## src/rtl/controlador_entrada_saida_pkg.sv

```systemverilog
// ---------------------------------------------------------------------------
// controlador_entrada_saida_pkg
//
// Shared definitions for the IN/OUT controller. The relative-address stage
// imports this package as well, so the IN/OUT opcodes and the controller
// state encoding are defined in exactly one place.
//
// Contents:
//   OPCODE_IN / OPCODE_OUT  default opcodes of the IN and OUT instructions
//   DEBOUNCE_PADRAO         default number of stable cycles for the button
//   estado_t                controller FSM state encoding
//   estende_chaves()        zero-extends the 16 switches to a 32-bit word
// ---------------------------------------------------------------------------
package controlador_entrada_saida_pkg;

    localparam logic [5:0]  OPCODE_IN       = 6'b011101;
    localparam logic [5:0]  OPCODE_OUT      = 6'b011110;
    localparam logic [15:0] DEBOUNCE_PADRAO = 16'd50000;

    typedef enum logic [1:0] {
        OCIOSO         = 2'd0,
        ESPERA_SOLTAR  = 2'd1,
        ESPERA_APERTAR = 2'd2,
        LIBERA         = 2'd3
    } estado_t;

    function automatic logic [31:0] estende_chaves(input logic [15:0] sw);
        return {16'b0, sw};
    endfunction

endpackage

```

## src/rtl/controlador_entrada_saida_debounce_botao.sv

```systemverilog
// ---------------------------------------------------------------------------
// debounce_botao
//
// Brings the raw pushbutton into the clock domain and filters contact
// bounce. The debounced level only moves after DEBOUNCE_CICLOS consecutive
// synchronized samples that all disagree with the current level; a single
// sample agreeing with the current level restarts the count.
//
// Ports:
//   clock    in   system clock, rising edge
//   reset_n  in   asynchronous active-low reset
//   botao    in   raw pushbutton, asynchronous, active-high
//   nivel    out  debounced button level
//   pulso    out  one-cycle pulse in the first cycle nivel reads 1
// ---------------------------------------------------------------------------
module debounce_botao
    import controlador_entrada_saida_pkg::*;
#(
    parameter logic [15:0] DEBOUNCE_CICLOS = DEBOUNCE_PADRAO
) (
    input  logic clock,
    input  logic reset_n,
    input  logic botao,
    output logic nivel,
    output logic pulso
);

    // Index of the last sample needed before the level flips. A value of 0
    // is treated like 1 so the filter never deadlocks.
    localparam logic [15:0] LIMITE = (DEBOUNCE_CICLOS == 16'd0) ? 16'd0
                                                                : DEBOUNCE_CICLOS - 16'd1;

    logic        sinc1_q;
    logic        sinc2_q;
    logic [15:0] cont_q;
    logic [15:0] cont_d;
    logic        nivel_q;
    logic        nivel_d;
    logic        pulso_q;
    logic        pulso_d;

    always_ff @(posedge clock or negedge reset_n) begin
        if (!reset_n) begin
            sinc1_q <= 1'b0;
            sinc2_q <= 1'b0;
            cont_q  <= 16'd0;
            nivel_q <= 1'b0;
            pulso_q <= 1'b0;
        end else begin
            sinc1_q <= botao;
            sinc2_q <= sinc1_q;
            cont_q  <= cont_d;
            nivel_q <= nivel_d;
            pulso_q <= pulso_d;
        end
    end

    always_comb begin
        cont_d  = cont_q;
        nivel_d = nivel_q;
        pulso_d = 1'b0;
        if (sinc2_q == nivel_q) begin
            cont_d = 16'd0;
        end else if (cont_q >= LIMITE) begin
            // This sample completes the run of disagreeing samples.
            cont_d  = 16'd0;
            nivel_d = sinc2_q;
            pulso_d = sinc2_q;
        end else begin
            cont_d = cont_q + 16'd1;
        end
    end

    assign nivel = nivel_q;
    assign pulso = pulso_q;

endmodule

```

## src/rtl/controlador_entrada_saida.sv

```systemverilog
// ---------------------------------------------------------------------------
// controlador_entrada_saida
//
// Executes the IN and OUT instructions of the processor.
//   IN : halts the pipeline, waits for the button to be released (so a button
//        held from an earlier IN is never reused), waits for a fresh press,
//        captures the switches into dado_entrada and strobes escreve_entrada,
//        then releases the halt for one cycle in which the opcode is ignored.
//   OUT: latches dado_saida and the process index into the display
//        registers on the next edge, without halting.
//
// Write strobe: escreve_entrada is high for exactly one cycle and qualifies
// dado_entrada in that cycle; the register file must accept it (no ready).
//
// Ports:
//   clock            in   system clock, rising edge
//   reset_n          in   asynchronous active-low reset
//   opcode[5:0]      in   opcode of the instruction in execution
//   processo_atual   in   process index (0..10), low 4 bits are displayed
//   chaves[15:0]     in   board switches, sampled only at capture
//   botao            in   raw confirm pushbutton
//   dado_saida       in   register value to display on OUT
//   halt             out  freezes PC and register writes while high
//   dado_entrada     out  value delivered to the register file on IN
//   escreve_entrada  out  one-cycle write strobe for dado_entrada
//   display_valor    out  last OUT value
//   display_processo out  process index of the last OUT
//   ledespera        out  high while waiting for the user
//   estado_dbg       out  current FSM state (estado_t encoding)
// ---------------------------------------------------------------------------
module controlador_entrada_saida
    import controlador_entrada_saida_pkg::*;
#(
    parameter logic [5:0]  IN_OP           = OPCODE_IN,
    parameter logic [5:0]  OUT_OP          = OPCODE_OUT,
    parameter logic [15:0] DEBOUNCE_CICLOS = DEBOUNCE_PADRAO
) (
    input  logic        clock,
    input  logic        reset_n,
    input  logic [5:0]  opcode,
    input  logic [31:0] processo_atual,
    input  logic [15:0] chaves,
    input  logic        botao,
    input  logic [31:0] dado_saida,
    output logic        halt,
    output logic [31:0] dado_entrada,
    output logic        escreve_entrada,
    output logic [31:0] display_valor,
    output logic [3:0]  display_processo,
    output logic        ledespera,
    output logic [1:0]  estado_dbg
);

    estado_t     estado_q;
    estado_t     estado_d;
    logic [31:0] dado_entrada_q;
    logic [31:0] dado_entrada_d;
    logic        escreve_q;
    logic        escreve_d;
    logic [31:0] disp_valor_q;
    logic [31:0] disp_valor_d;
    logic [3:0]  disp_proc_q;
    logic [3:0]  disp_proc_d;
    logic        halt_c;
    logic        led_c;

    logic        botao_nivel;
    logic        botao_pulso;

    // Only the low nibble of the process index is displayed.
    logic        unused_processo;
    assign unused_processo = ^processo_atual[31:4];

    debounce_botao #(
        .DEBOUNCE_CICLOS (DEBOUNCE_CICLOS)
    ) u_debounce (
        .clock   (clock),
        .reset_n (reset_n),
        .botao   (botao),
        .nivel   (botao_nivel),
        .pulso   (botao_pulso)
    );

    always_ff @(posedge clock or negedge reset_n) begin
        if (!reset_n) begin
            estado_q       <= OCIOSO;
            dado_entrada_q <= 32'd0;
            escreve_q      <= 1'b0;
            disp_valor_q   <= 32'd0;
            disp_proc_q    <= 4'd0;
        end else begin
            estado_q       <= estado_d;
            dado_entrada_q <= dado_entrada_d;
            escreve_q      <= escreve_d;
            disp_valor_q   <= disp_valor_d;
            disp_proc_q    <= disp_proc_d;
        end
    end

    always_comb begin
        estado_d       = estado_q;
        dado_entrada_d = dado_entrada_q;
        escreve_d      = 1'b0;
        disp_valor_d   = disp_valor_q;
        disp_proc_d    = disp_proc_q;
        halt_c         = 1'b0;
        led_c          = 1'b0;

        case (estado_q)
            OCIOSO: begin
                if (opcode == IN_OP) begin
                    // Halt must already be high in the decode cycle so the
                    // PC does not advance past the IN.
                    halt_c   = 1'b1;
                    estado_d = ESPERA_SOLTAR;
                end else if (opcode == OUT_OP) begin
                    disp_valor_d = dado_saida;
                    disp_proc_d  = processo_atual[3:0];
                end
            end

            ESPERA_SOLTAR: begin
                halt_c = 1'b1;
                led_c  = 1'b1;
                if (!botao_nivel) begin
                    estado_d = ESPERA_APERTAR;
                end
            end

            ESPERA_APERTAR: begin
                halt_c = 1'b1;
                led_c  = 1'b1;
                if (botao_pulso) begin
                    dado_entrada_d = estende_chaves(chaves);
                    escreve_d      = 1'b1;
                    estado_d       = LIBERA;
                end
            end

            LIBERA: begin
                // The IN is still on the opcode bus for this cycle; ignoring
                // it prevents the same instruction from re-triggering.
                estado_d = OCIOSO;
            end

            default: begin
                estado_d = OCIOSO;
            end
        endcase
    end

    assign halt             = halt_c;
    assign ledespera        = led_c;
    assign dado_entrada     = dado_entrada_q;
    assign escreve_entrada  = escreve_q;
    assign display_valor    = disp_valor_q;
    assign display_processo = disp_proc_q;
    assign estado_dbg       = estado_q;

endmodule

```

## config.mk

```make
export PLATFORM = sky130hd
export DESIGN_NAME = controlador_entrada_saida
export DESIGN_NICKNAME = d
export VERILOG_FILES = /design/src/rtl/controlador_entrada_saida_pkg.sv /design/src/rtl/controlador_entrada_saida_debounce_botao.sv /design/src/rtl/controlador_entrada_saida.sv
export SDC_FILE = /design/constraint.sdc
export NUM_CORES = 1
export LEC_CHECK = 0
export BUFFER_PORTS_ARGS = -buffer_cell sky130_fd_sc_hd__buf_2
export CORE_MARGIN = 1
export CORE_UTILIZATION = 46
export DETAILED_ROUTE_END_ITERATION = 8
export GPL_ROUTABILITY_DRIVEN = 0
export PLACE_DENSITY_LB_ADDON = 0.25
export SLEW_MARGIN = 10
export SYNTH_ARGS = -nofsm -noshare
export SYNTH_HDL_FRONTEND = slang
export SYNTH_HIERARCHICAL = 1
export SYNTH_SLANG_ARGS = --single-unit
```

## constraint.sdc

```tcl
create_clock -name clock -period 2.1 [get_ports clock]
set_clock_uncertainty 0.1 [all_clocks]
set_input_delay 0.42 -clock clock [delete_from_list [all_inputs] [get_ports clock]]
set_output_delay 0.42 -clock clock [all_outputs]
set_load 0.01 [all_outputs]
```

==> summary.txt <==
Status
  • Outcome: completed

Route
  • Routed WL per cell: 12.6 um
  • Post-route ant nets: 0
  • Drt drc: 0
  • Drt pass-1 iters: 4
  • Iter 0 DRT Violations: 78
  • Via count: 2175
  • Total Wirelength: 5910 um
  • Vias per Instance: 4.65

Timing
  • RSZ-0062 raised after global routing: no
  • Setup TNS: 0 ns
  • Fmax: 507 MHz
  • Final critical-path setup slack: 0.126 ns
  • Hold Vio Cnt, Final: 0
  • Period utilization: 94.0%
  • Final setup viols: 0
  • Clock period minus worst slack: 1.97 ns
  • Max Slew Vio Count: 0

CTS
  • Clock latency on the worst-skew pair: 0.34 ns
  • Clock Tree Buf Depth: 2
  • CTS tree: built
  • Num CTS Buffers: 9
  • Clk sinks: 75
  • Htree depth: 3
  • Clock transition at path regs: 0.07 ns
  • Clock root buffer: clkbuf_8

Worst setup path
  • Critical path class: reg2out
  • Reg-to-reg startpoint: u_debounce/cont_q[0]
  • CP max FO: 4
  • Req. time, crit path: 1.58 ns
  • Crit start category: flop
  • CP endpoint kind: output port
  • R2R Setup Slk: 0.28 ns
  • Worst reg2reg endpoint: u_debounce/cont_q[3]
  • FF-to-FF path depth: 6
  • Critical Path AT: 1.45 ns

Global route
  • Vias in the first global route: 2137
  • First-pass GRT wire length: 9660 um
  • Gr usage total: 16.9%
  • Gr ovfl total: 0
  • Pin count of the biggest net entering global routing: 40
  • Met2 Usage GRT: 28.6%
  • Initial antenna violation count: 0
  • Met3 Use GR: 6.29%
  • Met1 usage: 20.0%
  • Most used routing layer: met2

Die
  • DIE WIDTH: 86.4 um
  • Die area: 7470 sq um
  • Rows: 30
  • Die H: 86.4 um
  • Initial core utilization: 48.0%
  • Core Area: 6830 sq um
  • Top Ports: 162

Power and ir drop
  • Static Leak: 2.22 nW
  • Final Power: 2.70 mW
  • Power Density: 654 nW/um^2
  • Clock share of power: 39.2%
  • Comb pwr share: 6.0%
  • Flop pwr share: 54.8%
  • Internal: 2.09 mW
  • Sw frac: 22.7%
  • VDD IR max: 0.478 mV
  • P_sw: 613 uW

Cells and area
  • Diode count: 0
  • Synth-to-Final Area Change: 25.9%
  • Fin cells: 468
  • Finished Core Util: 60.4%
  • Fin nets: 462
  • Share of layout cells above drive strength 1: 57.5%

Synthesis
  • Top cells by area, synth: dfrtp_1, mux2_2, buf_4
  • Synth Area per Inst: 13.8 sq um
  • Post-synth top area share: 57.3%
  • Main synth FF type: dfrtp_1
  • Cell taking the most area after synthesis: dfrtp_1
  • Post-synth EDFFs: 0
  • Synth Warn #: 6
  • #FFs+latches synth: 75
  • Post-Syn Area: 3280 sq um
  • Post-synthesis cell type count: 35
  • Cell count after synthesis: 237
  • Sequential-to-total area share from yosys stat: 57.3%
  • Synth async-reset ratio: 100%

Place
  • Placed Cells: 450
  • Dpl ws: 0.263 ns
  • DP HPWL: 4470 um
  • PortBufs: 117

Min path
  • Hold endpoint: u_debounce/sinc1_q
  • WHS Path Cells: 1
  • Worst Hold Class: in2reg
  • Hold Path Origin: botao

Job
  • Total of max-cap violations: 0
worst max-delay path by stage:
stage,slack [ns],start,endpoint
final,0.13,estado_dbg[1],halt
after global routing,0.02,estado_dbg[1],halt
after CTS,0.01,estado_dbg[0],halt
after detailed placement,0.26,u_debounce/cont_q[0],u_debounce/cont_q[4]
after global placement,0.28,opcode[5],display_valor[13]
after floorplan,0.36,u_debounce/cont_q[0],u_debounce/cont_q[12]
layout by cell type, fill, tap and decap left out, types with 2 or more instances in the layout:
master and instances:
nand2_1 8, nor4_1 4, mux2_2 52, nor3_1 3
nor2_1 14, nand4_1 2, inv_1 6, xnor2_1 12
clkinv_2 2, dfrtp_1 74, buf_4 9, clkbuf_8 9
a31oi_1 2, ha_1 4, buf_2 116, xor2_1 2
nor2_4 2, nand3_1 3, conb_1 16, mux2_4 2
nor2_2 8
worst max-delay path: stages (launching register included):
cell and delay (ns):
dfrtp_1 0.41, inv_1 0.09, ha_2 0.29, a31oi_1 0.14, nor2_1 0.05, buf_2 0.14
power by group through the flow:
stage	logic [mW]	clock network [mW]	registers [mW]
after CTS	0.166	1.09	1.48
after detailed placement	0.164	0	1.51
final	0.162	1.06	1.48
after global placement	0.160	0	1.51
after global routing	0.182	1.15	1.48
after floorplan	0.0725	0	1.51
kinds of logic (layout without fill, tap and decap cells):
logic type / count (synthesis) / after routing / share of synthesized area (%)
AO/OA/AOI/OAI: 6 / 6 / 1.41
buffers and inverters: 29 / 149 / 6.83
XOR/XNOR: 14 / 14 / 3.74
flip-flops: 75 / 75 / 57.3
AND/OR/NAND/NOR: 53 / 53 / 9.96
adder cells (fa/ha/maj): 5 / 5 / 1.91
multiplexers: 54 / 54 / 18.8
other: 1 / 16 / 0.114
what timing repair did:
action                                  in CTS  in global routing
hold buffers                                 1                  0
buffers inserted                             0                  2
gates resized for setup                      0                  3
endpoints found under the setup margin       0                  1
endpoints found under the hold margin       36                  0
area by class of cell:
class | instances | area (sq um)
multi-input cells | 148 | 1240
clock buffers | 9 | 124
clock inverters | 6 | 65.1
inverters | 7 | 26.3
repair buffers | 127 | 678
fillers | 593 | 2700
well taps | 96 | 120
flip-flops and latches | 75 | 1880
metal layers:
layer | part of all wire [%] | vias up
met5 | 0 | -
met4 | 1.3 | 0
met3 | 8.1 | 8
met2 | 49 | 91
met1 | 41 | 1042
li1 | - | 1034
synth_stat cells, types with 2 or more instances:
| library cell | instances |
|---|---|
| dfrtp_1 | 75 |
| mux2_2 | 52 |
| buf_4 | 16 |
| nor2_1 | 14 |
| xnor2_1 | 12 |
| nand2_1 | 8 |
| nor2_2 | 8 |
| inv_1 | 7 |
| ha_1 | 5 |
| nor4_1 | 4 |
| clkbuf_8 | 3 |
| nand3_1 | 3 |
| nor3_1 | 3 |
| a31oi_1 | 2 |
| mux2_4 | 2 |
| nand4_1 | 2 |
| nor2_4 | 2 |
| xor2_1 | 2 |
metrics by stage:
step                hold WS [ns]  instance area, sq um
detailed placement         0.236                  3910
CTS                       0.0707                  4110
global route              0.0661                  4130
finish                    0.0869                  4130
global placement           0.239                  3910
floorplan                 0.0244                  3330
registers in the layout, indices dropped and copies added (netlist names):
signal	count
dado_entrada	16
escreve_entrada	1
u_debounce/nivel	1
display_processo	4
estado_dbg	2
u_debounce/cont_q	16
u_debounce/sinc1_q	1
u_debounce/sinc2_q	1
display_valor	32
u_debounce/pulso	1
(Power assumes the default switching activity.)
